`src/rtl/lcd_wr_if.sv`:
```
// Handshake and pin bundle between the LCD write engine and its source/pad logic.
interface lcd_wr_if #(
  parameter int unsigned DW    = 16,
  parameter int unsigned LEN_W = 17
) ();
  logic             start_i;
  logic             mode_i;
  logic [LEN_W-1:0] len_i;
  logic             abort_i;
  logic [DW-1:0]    src_data_i;
  logic             src_dc_i;
  logic             fetch_o;
  logic             lcd_cs_n;
  logic             lcd_wr_n;
  logic             lcd_dc;
  logic [DW-1:0]    lcd_data;
  logic             mode_o;
  logic             busy_o;
  logic             done_o;

  modport master (
    output start_i, mode_i, len_i, abort_i, src_data_i, src_dc_i,
    input  fetch_o, lcd_cs_n, lcd_wr_n, lcd_dc, lcd_data, mode_o, busy_o, done_o
  );

  modport slave (
    input  start_i, mode_i, len_i, abort_i, src_data_i, src_dc_i,
    output fetch_o, lcd_cs_n, lcd_wr_n, lcd_dc, lcd_data, mode_o, busy_o, done_o
  );
endinterface

```
`src/rtl/lcd_wr_engine.sv`:
```
// 8080-style parallel LCD write engine: programmable setup/strobe timing, bursts with abort.
// Optional macro LCD_WR_WORDCNT_EN adds a saturating 32-bit written-word counter (wr_cnt_o).
module lcd_wr_engine #(
  parameter int unsigned DW      = 16,
  parameter int unsigned LEN_W   = 17,
  parameter int unsigned T_SETUP = 1,
  parameter int unsigned T_WRL   = 2,
  parameter int unsigned T_WRH   = 2
) (
  input  logic        clk,
  input  logic        rstn,
  lcd_wr_if.slave     bus
`ifdef LCD_WR_WORDCNT_EN
  ,
  output logic [31:0] wr_cnt_o
`endif
);

  localparam int unsigned T_MAX01 = (T_SETUP > T_WRL) ? T_SETUP : T_WRL;
  localparam int unsigned T_MAX   = (T_MAX01 > T_WRH) ? T_MAX01 : T_WRH;
  localparam int unsigned CNT_W   = $clog2(T_MAX + 1);

  typedef enum logic [4:0] {
    IDLE  = 5'b00001,
    SETUP = 5'b00010,
    WR_L  = 5'b00100,
    WR_H  = 5'b01000,
    NEXT  = 5'b10000
  } state_e;

  state_e           state_q, state_d;
  logic [CNT_W-1:0] cnt_q, cnt_d;
  logic [LEN_W-1:0] rem_q, rem_d;
  logic             pend_q, pend_d;
  logic             mode_q, mode_d;
  logic [DW-1:0]    data_q, data_d;
  logic             dc_q, dc_d;
  logic             cs_n_q, cs_n_d;
  logic             wr_n_q, wr_n_d;
  logic             fetch_q, fetch_d;
  logic             busy_q, busy_d;
  logic             done_q, done_d;

  // Next-state and registered-output logic; every word entry reloads data and D/C.
  always_comb begin
    state_d = state_q;
    cnt_d   = cnt_q;
    rem_d   = rem_q;
    pend_d  = pend_q;
    mode_d  = mode_q;
    data_d  = data_q;
    dc_d    = dc_q;
    cs_n_d  = cs_n_q;
    wr_n_d  = wr_n_q;
    fetch_d = 1'b0;
    busy_d  = busy_q;
    done_d  = 1'b0;

    unique case (state_q)
      IDLE: begin
        pend_d = 1'b0;
        if (bus.start_i) begin
          if (bus.len_i != '0) begin
            state_d = SETUP;
            cnt_d   = '0;
            mode_d  = bus.mode_i;
            rem_d   = bus.len_i;
            data_d  = bus.src_data_i;
            dc_d    = bus.mode_i ? 1'b1 : bus.src_dc_i;
            cs_n_d  = 1'b0;
            busy_d  = 1'b1;
          end else begin
            done_d = 1'b1;
          end
        end
      end

      SETUP: begin
        if (bus.abort_i) pend_d = 1'b1;
        if (cnt_q == CNT_W'(T_SETUP - 1)) begin
          state_d = WR_L;
          cnt_d   = '0;
          wr_n_d  = 1'b0;
        end else begin
          cnt_d = cnt_q + CNT_W'(1);
        end
      end

      WR_L: begin
        if (bus.abort_i) pend_d = 1'b1;
        if (cnt_q == CNT_W'(T_WRL - 1)) begin
          state_d = WR_H;
          cnt_d   = '0;
          wr_n_d  = 1'b1;
        end else begin
          cnt_d = cnt_q + CNT_W'(1);
        end
      end

      WR_H: begin
        if (bus.abort_i) pend_d = 1'b1;
        if (cnt_q == CNT_W'(T_WRH - 1)) begin
          state_d = NEXT;
          cnt_d   = '0;
          fetch_d = 1'b1;
        end else begin
          cnt_d = cnt_q + CNT_W'(1);
        end
      end

      NEXT: begin
        rem_d = rem_q - LEN_W'(1);
        // An abort seen here only takes effect at the following word boundary.
        if (rem_q == LEN_W'(1) || pend_q) begin
          state_d = IDLE;
          pend_d  = 1'b0;
          cs_n_d  = 1'b1;
          busy_d  = 1'b0;
          done_d  = 1'b1;
        end else begin
          if (bus.abort_i) pend_d = 1'b1;
          state_d = SETUP;
          cnt_d   = '0;
          data_d  = bus.src_data_i;
          dc_d    = mode_q ? 1'b1 : bus.src_dc_i;
        end
      end

      default: state_d = IDLE;
    endcase
  end

  always_ff @(posedge clk or negedge rstn) begin
    if (!rstn) begin
      state_q <= IDLE;
      cnt_q   <= '0;
      rem_q   <= '0;
      pend_q  <= 1'b0;
      mode_q  <= 1'b0;
      data_q  <= '0;
      dc_q    <= 1'b0;
      cs_n_q  <= 1'b1;
      wr_n_q  <= 1'b1;
      fetch_q <= 1'b0;
      busy_q  <= 1'b0;
      done_q  <= 1'b0;
    end else begin
      state_q <= state_d;
      cnt_q   <= cnt_d;
      rem_q   <= rem_d;
      pend_q  <= pend_d;
      mode_q  <= mode_d;
      data_q  <= data_d;
      dc_q    <= dc_d;
      cs_n_q  <= cs_n_d;
      wr_n_q  <= wr_n_d;
      fetch_q <= fetch_d;
      busy_q  <= busy_d;
      done_q  <= done_d;
    end
  end

  assign bus.fetch_o  = fetch_q;
  assign bus.lcd_cs_n = cs_n_q;
  assign bus.lcd_wr_n = wr_n_q;
  assign bus.lcd_dc   = dc_q;
  assign bus.lcd_data = data_q;
  assign bus.mode_o   = mode_q;
  assign bus.busy_o   = busy_q;
  assign bus.done_o   = done_q;

`ifdef LCD_WR_WORDCNT_EN
  logic [31:0] wr_cnt_q, wr_cnt_d;

  // Cleared by every accepted start, saturating count of fetch pulses.
  always_comb begin
    wr_cnt_d = wr_cnt_q;
    if (state_q == IDLE && bus.start_i) begin
      wr_cnt_d = '0;
    end else if (fetch_q && wr_cnt_q != '1) begin
      wr_cnt_d = wr_cnt_q + 32'd1;
    end
  end

  always_ff @(posedge clk or negedge rstn) begin
    if (!rstn) wr_cnt_q <= '0;
    else       wr_cnt_q <= wr_cnt_d;
  end

  assign wr_cnt_o = wr_cnt_q;
`endif

endmodule

```
`src/flat_wrapper.sv`:
```
// flat-port wrapper written by rule: the top's interface ports become plain ports
module lcd_wr_engine_flat 
#(
  parameter int unsigned DW      = 16,
  parameter int unsigned LEN_W   = 17,
  parameter int unsigned T_SETUP = 1,
  parameter int unsigned T_WRL   = 2,
  parameter int unsigned T_WRH   = 2
)
  (clk, rstn, bus_start_i, bus_mode_i, bus_len_i, bus_abort_i, bus_src_data_i, bus_src_dc_i, bus_fetch_o, bus_lcd_cs_n, bus_lcd_wr_n, bus_lcd_dc, bus_lcd_data, bus_mode_o, bus_busy_o, bus_done_o);
  lcd_wr_if #(.DW(DW), .LEN_W(LEN_W)) bus_i ();
  input  logic clk;
  input  logic rstn;
  input wire logic [$bits(bus_i.start_i)-1:0] bus_start_i;
  input wire logic [$bits(bus_i.mode_i)-1:0] bus_mode_i;
  input wire logic [$bits(bus_i.len_i)-1:0] bus_len_i;
  input wire logic [$bits(bus_i.abort_i)-1:0] bus_abort_i;
  input wire logic [$bits(bus_i.src_data_i)-1:0] bus_src_data_i;
  input wire logic [$bits(bus_i.src_dc_i)-1:0] bus_src_dc_i;
  output wire logic [$bits(bus_i.fetch_o)-1:0] bus_fetch_o;
  output wire logic [$bits(bus_i.lcd_cs_n)-1:0] bus_lcd_cs_n;
  output wire logic [$bits(bus_i.lcd_wr_n)-1:0] bus_lcd_wr_n;
  output wire logic [$bits(bus_i.lcd_dc)-1:0] bus_lcd_dc;
  output wire logic [$bits(bus_i.lcd_data)-1:0] bus_lcd_data;
  output wire logic [$bits(bus_i.mode_o)-1:0] bus_mode_o;
  output wire logic [$bits(bus_i.busy_o)-1:0] bus_busy_o;
  output wire logic [$bits(bus_i.done_o)-1:0] bus_done_o;
  assign bus_i.start_i = bus_start_i;
  assign bus_i.mode_i = bus_mode_i;
  assign bus_i.len_i = bus_len_i;
  assign bus_i.abort_i = bus_abort_i;
  assign bus_i.src_data_i = bus_src_data_i;
  assign bus_i.src_dc_i = bus_src_dc_i;
  assign bus_fetch_o = bus_i.fetch_o;
  assign bus_lcd_cs_n = bus_i.lcd_cs_n;
  assign bus_lcd_wr_n = bus_i.lcd_wr_n;
  assign bus_lcd_dc = bus_i.lcd_dc;
  assign bus_lcd_data = bus_i.lcd_data;
  assign bus_mode_o = bus_i.mode_o;
  assign bus_busy_o = bus_i.busy_o;
  assign bus_done_o = bus_i.done_o;
  lcd_wr_engine #(.DW(DW), .LEN_W(LEN_W), .T_SETUP(T_SETUP), .T_WRL(T_WRL), .T_WRH(T_WRH)) u_core (.clk(clk), .rstn(rstn), .bus(bus_i));
endmodule
```
`config.mk`:
```
export PLATFORM = sky130hd
export DESIGN_NAME = lcd_wr_engine_flat
export DESIGN_NICKNAME = d
export VERILOG_FILES = /design/src/rtl/lcd_wr_if.sv /design/src/rtl/lcd_wr_engine.sv /design/src/flat_wrapper.sv
export SDC_FILE = /design/constraint.sdc
export NUM_CORES = 1
export LEC_CHECK = 0
export ABC_CLOCK_PERIOD_IN_PS = 2200
export BUFFER_PORTS_ARGS = -buffer_cell sky130_fd_sc_hd__buf_2
export CAP_MARGIN = 0
export CELL_PAD_IN_SITES_DETAIL_PLACEMENT = 0
export CELL_PAD_IN_SITES_GLOBAL_PLACEMENT = 1
export CORE_ASPECT_RATIO = 0.8
export CORE_MARGIN = 3
export CORE_UTILIZATION = 41
export CTS_CLUSTER_DIAMETER = 100
export CTS_CLUSTER_SIZE = 8
export DETAILED_ROUTE_END_ITERATION = 10
export HOLD_SLACK_MARGIN = 0.02
export PLACE_DENSITY = 0.87
export SYNTH_ARGS = -nofsm -noshare
export SYNTH_HDL_FRONTEND = slang
export SYNTH_SLANG_ARGS = --single-unit
```
`constraint.sdc`:
```
create_clock -name clk -period 2.2 [get_ports clk]
set_clock_uncertainty 0.05 [all_clocks]
set_input_delay 0.11 -clock clk [delete_from_list [all_inputs] [get_ports clk]]
set_output_delay 0.11 -clock clk [all_outputs]
set_load 0.005 [all_outputs]
```
* Yosys cells after proc, flatten, opt, wreduce, memory -nomap -nowiden
Index checks and enable logic that the tools add are counted.
Cells by class: eq/ne operators 14, reduce and logical (&&, ||, !) cells 16, add/subtract/negate cells 2, mux-type cells 46
Operators with widths (number):
- $mux W16 | 3
- $mux W17 | 2
- $pmux W17 S2 | 1
- $pmux W16 S2 | 1
- $mux W5 | 5
- $pmux W5 S5 | 1
- $mux W1 | 20
- $eq A17 B1 Y1 const B | 1
- $reduce_bool A17 Y1 | 1
- $sub A17 B1 Y17 const B | 1
- $mux W2 | 6
- $reduce_and A4 Y1 | 3
- $ne A2 B1 Y1 const B | 5
- $pmux W1 S2 | 5
- $reduce_and A3 Y1 | 3
- $pmux W2 S4 | 1
- $eq A5 B1 Y1 const B | 1
- $eq A5 B2 Y1 const B | 1
- $eq A5 B3 Y1 const B | 1
- $eq A5 B4 Y1 const B | 1
- $eq A5 B5 Y1 const B | 1
- $reduce_and A5 Y1 | 1
- $ne A2 B2 Y1 const B | 2
- $reduce_bool A2 Y1 | 2
- 9 further kinds | 9
Word-level totals: output and inout bits 23, register bits after elaboration 48, word-level logic and storage cells 90

* Depth between registers and ports, before layout
depth in word-level cells 4, gate-level depth with buffers 8, mapped depth without buffers 7

* Least setup slack after synthesis
Ideal clock, no wire load.
path type register -> register, from reg u_core.rem_q[1], to reg u_core.data_q[10], in the netlist u_core.bus.lcd_data[10], arrival 1.791 ns, clock period less this slack 1.966 ns, stages on the path, launching flop included 9, buffers on the path 1, path slack 0.234 ns, path through dfrtp_1 inv_1 ha_1 nor4b_1 a41oi_2 a21oi_2 nor2_4 buf_12 mux2_4
Between the ends: cells in the longest elaborated chain, start to end 4
Ends and longest elaborated chain:
- start, declared | line lcd_wr_engine.sv:33 | logic [LEN_W-1:0] rem_q, rem_d;
- start signal, assigned | line lcd_wr_engine.sv:150 | rem_q <= rem_d;
- $eq A17 B1 Y1 | line lcd_wr_engine.sv:114 | if (rem_q == LEN_W'(1) || pend_q) begin
- $logic_or A1 B1 Y1 | line lcd_wr_engine.sv:114
- $ne A2 B2 Y1 (no source line)
- $reduce_and A4 Y1 (no source line)
- end signal, assigned | line lcd_wr_engine.sv:153 | data_q <= data_d;
- end, declared | line lcd_wr_engine.sv:36 | logic [DW-1:0] data_q, data_d;
Every way passes these cells. A chain may end at the register's enable or synchronous reset.

* Worst setup path in the final report
from in bus_len_i[13], to reg u_core.rem_q[15]
Between the ends: cells in the longest elaborated chain, start to end 3
Ends and longest elaborated chain:
- start, declared | line flat_wrapper.sv:16 | input wire logic [$bits(bus_i.len_i)-1:0] bus_len_i;
- $reduce_bool A17 Y1 | line lcd_wr_engine.sv:63 | if (bus.len_i != '0) begin
- $ne A2 B1 Y1 (no source line)
- $reduce_and A3 Y1 (no source line)
Every way passes these cells.

==> summary.txt <==
Place
  – Placer's final routability congestion estimate: 0.808
  – Port Buffers: 61
  – Post-Place Cell Area: 0.00303 sq mm
  – Placed cells: 382
  – Detail Placement HPWL: 4.71 mm
  – Place WS: -21.3 ps

Synth
  – Yosys top cell by area: dfrtp_1
  – Post-synth ARST share: 1.00
  – Mapped Area: 0.00254 sq mm
  – Number of flops mapped to enable cells by yosys: 0
  – Sequential fraction of the synthesis area: 0.474
  – Net Count, Synth: 278
  – Largest cells by area after synthesis: dfrtp_1 44%, mux2_4 5.9%, mux2_2 4.0%
  – Synthesized flop and latch total: 48
  – Synth cell types: 54
  – Synth top area share: 0.443
  – Avg Cell Area, Syn: 10.9 sq um
  – Number of synthesis warnings: 0
  – Cells after Synth: 233
  – Most used DFF post-synth: dfrtp_1

Drt
  – Mean number of vias per cell: 5.48
  – Final ANT Viol Nets: 0
  – Initial DRT Pass Iterations: 5
  – Drc violations: 0
  – DRT iter0 DRCs: 147
  – Drt total wl: 6.85 mm
  – Vias: 2302
  – Routed len/inst: 16.3 microns

GRT
  – First-pass GRT wire length: 11.1 mm
  – Tot GR Track Use: 0.189
  – Overflow after GRT: 0
  – Vias in the first global route: 2195
  – Largest net degree at the start of global routing: 27
  – Initial antenna violation count: 0

Pwr
  – Total power: 4.14 mW
  – Static leakage: 1.57 nW
  – Pwr per Cell Area: 1180 mW/mm^2
  – Worst VDD drop: 404 uV

Critical path
  – Crit-path max FO: 8
  – Critical path data arrival time: 2260 ps
  – Crit. End Element: register
  – Worst Path Required: 2340 ps
  – Setup CP Type: input port to register
  – Reg2reg path depth: 6
  – Worst setup SP type: input port

STA
  – RSZ-0062 raised after global routing: yes
  – Setup tns final: 0 ps
  – Slew Limit Fails: 0
  – Final setup fails: 0
  – Fin crit share: 0.963
  – Slew @ Worst Pin: 467 ps
  – Final min period: 2120 ps
  – Max Clk Rate: 472 MHz
  – Final hold viol count: 0
  – Max_slew headroom: 0.689
  – Final worst slack: 81.4 ps
  – Hold slack: 27.1 ps

Final layout
  – Commonest cells after routing, fill and taps aside: 61 x buf_2, 45 x dfrtp_1, 28 x dlygate4sd3_1
  – Area occupied by multi-input gates: 0.00129 sq mm
  – Number of nets in the layout: 386
  – Fillers: 471
  – Synth-to-Final Area Change: 37.8%
  – Most common cell after layout, fill and taps aside: buf_2
  – Layout cells sized above 1: 0.377
  – Ant diodes: 0
  – Non-Filler Instances: 420
  – Storage element area: 0.00120 sq mm
  – Final Cell Area: 0.00350 sq mm
  – Final core utilization: 0.614

Die
  – Die area: 0.00718 sq mm
  – Die Wd: 94.0 microns
  – Core Rows: 24
  – Initial Utilization: 0.445
  – Die H: 76.4 microns
  – Core Area: 0.00571 sq mm
  – Io pins: 62

Clock network
  – Clk pin slew, worst setup/hold paths: 90 ps
  – TritonCTS Buffers: 5
  – H-tree levels: 2
  – Clock root buffer: clkbuf_8
  – Clock Sinks: 48
  – Clock Latency Late Sink: 300 ps
  – TritonCTS clock tree: built
  – Longest Clk Path Bufs: 2

Job
  – Max-Cap Viols: 0

Min path
  – Hold path cells: 2
  – Hold/Removal Path Class: input port to register

Status
  – Status: complete, no violations
## cell usage after synthesis (all sizes together), types with 5 or more instances
cell / number
dfrtp: 45
nor2: 20
mux2: 19
nand2: 18
nor3: 10
nor4: 10
nand3: 9
inv: 8
a21oi: 7
a221o: 6
buf: 6
ha: 6
nand2b: 6
o21ai: 6
nor3b: 5
## state kept, by name (all words and copies together) (netlist names), 2 cells and up
register / cells
u_core.rem_q: 17
u_core.bus.lcd_data: 16
u_core.state_q: 5
u_core.cnt_q: 2
## cell families after synthesis
family / after synthesis / synth area share
compound gates: 45 / 0.140
xor+xnor: 2 / 0.00689
fa+ha+maj: 6 / 0.0295
buf+inv: 18 / 0.0364
flops: 48 / 0.474
mux: 23 / 0.115
simple gates: 91 / 0.198
## final timing paths
path / startpoint / end / slack [ps]
setup / recovery: bus_len_i[13] / u_core.rem_q[15] / 80
hold reg to reg: u_core.bus.busy_o / u_core.bus.busy_o / 450
hold / removal: bus_len_i[11] / u_core.rem_q[11] / 30
min in group asynchronous: rstn / u_core.bus.lcd_data[10] / 270
max in group asynchronous: rstn / u_core.bus.lcd_wr_n / 1480
setup reg to reg: u_core.rem_q[11] / u_core.rem_q[15] / 140
## critical path, cell delays in order
cell and delay (ps):
dlygate4sd3_1 530, buf_2 130, nor4_1 260, buf_4 170, nand2_1 90, o211a_4 300, buf_4 170, mux2_2 260
o221a_2 250
## power breakdown
part           leakage (nW)  switching, mW  internal [mW]
registers             0.576          0.376           1.26
logic                 0.934          0.827           1.02
clock network        0.0583          0.310          0.343
total                  1.57           1.51           2.63
## repair_timing
action | CTS | global route
endpoints found under the hold margin | 73 | 0
endpoints found under the setup margin | 7 | 21
pin swaps | 1 | 1
hold buffers | 28 | 0
gates resized for setup | 0 | 7
setup buffers | 1 | 1
## layout make-up
cell class / count / area share
flip-flops and latches: 48 / 0.344
clock buffers: 5 / 0.0197
multi-input cells: 167 / 0.368
clock inverters: 3 / 0.0136
repair buffers: 111 / 0.218
well taps: 78 / 0.0279
inverters: 8 / 0.00858
## routing by layer
layer / wire length [microns] / global-route usage
met3: 478 / 0.0286
met5: 0 / 0
met4: 68 / 0.0375
met2: 3020 / 0.279
met1: 3290 / 0.293
No activity file was read; power rests on OpenSTA's default activity.
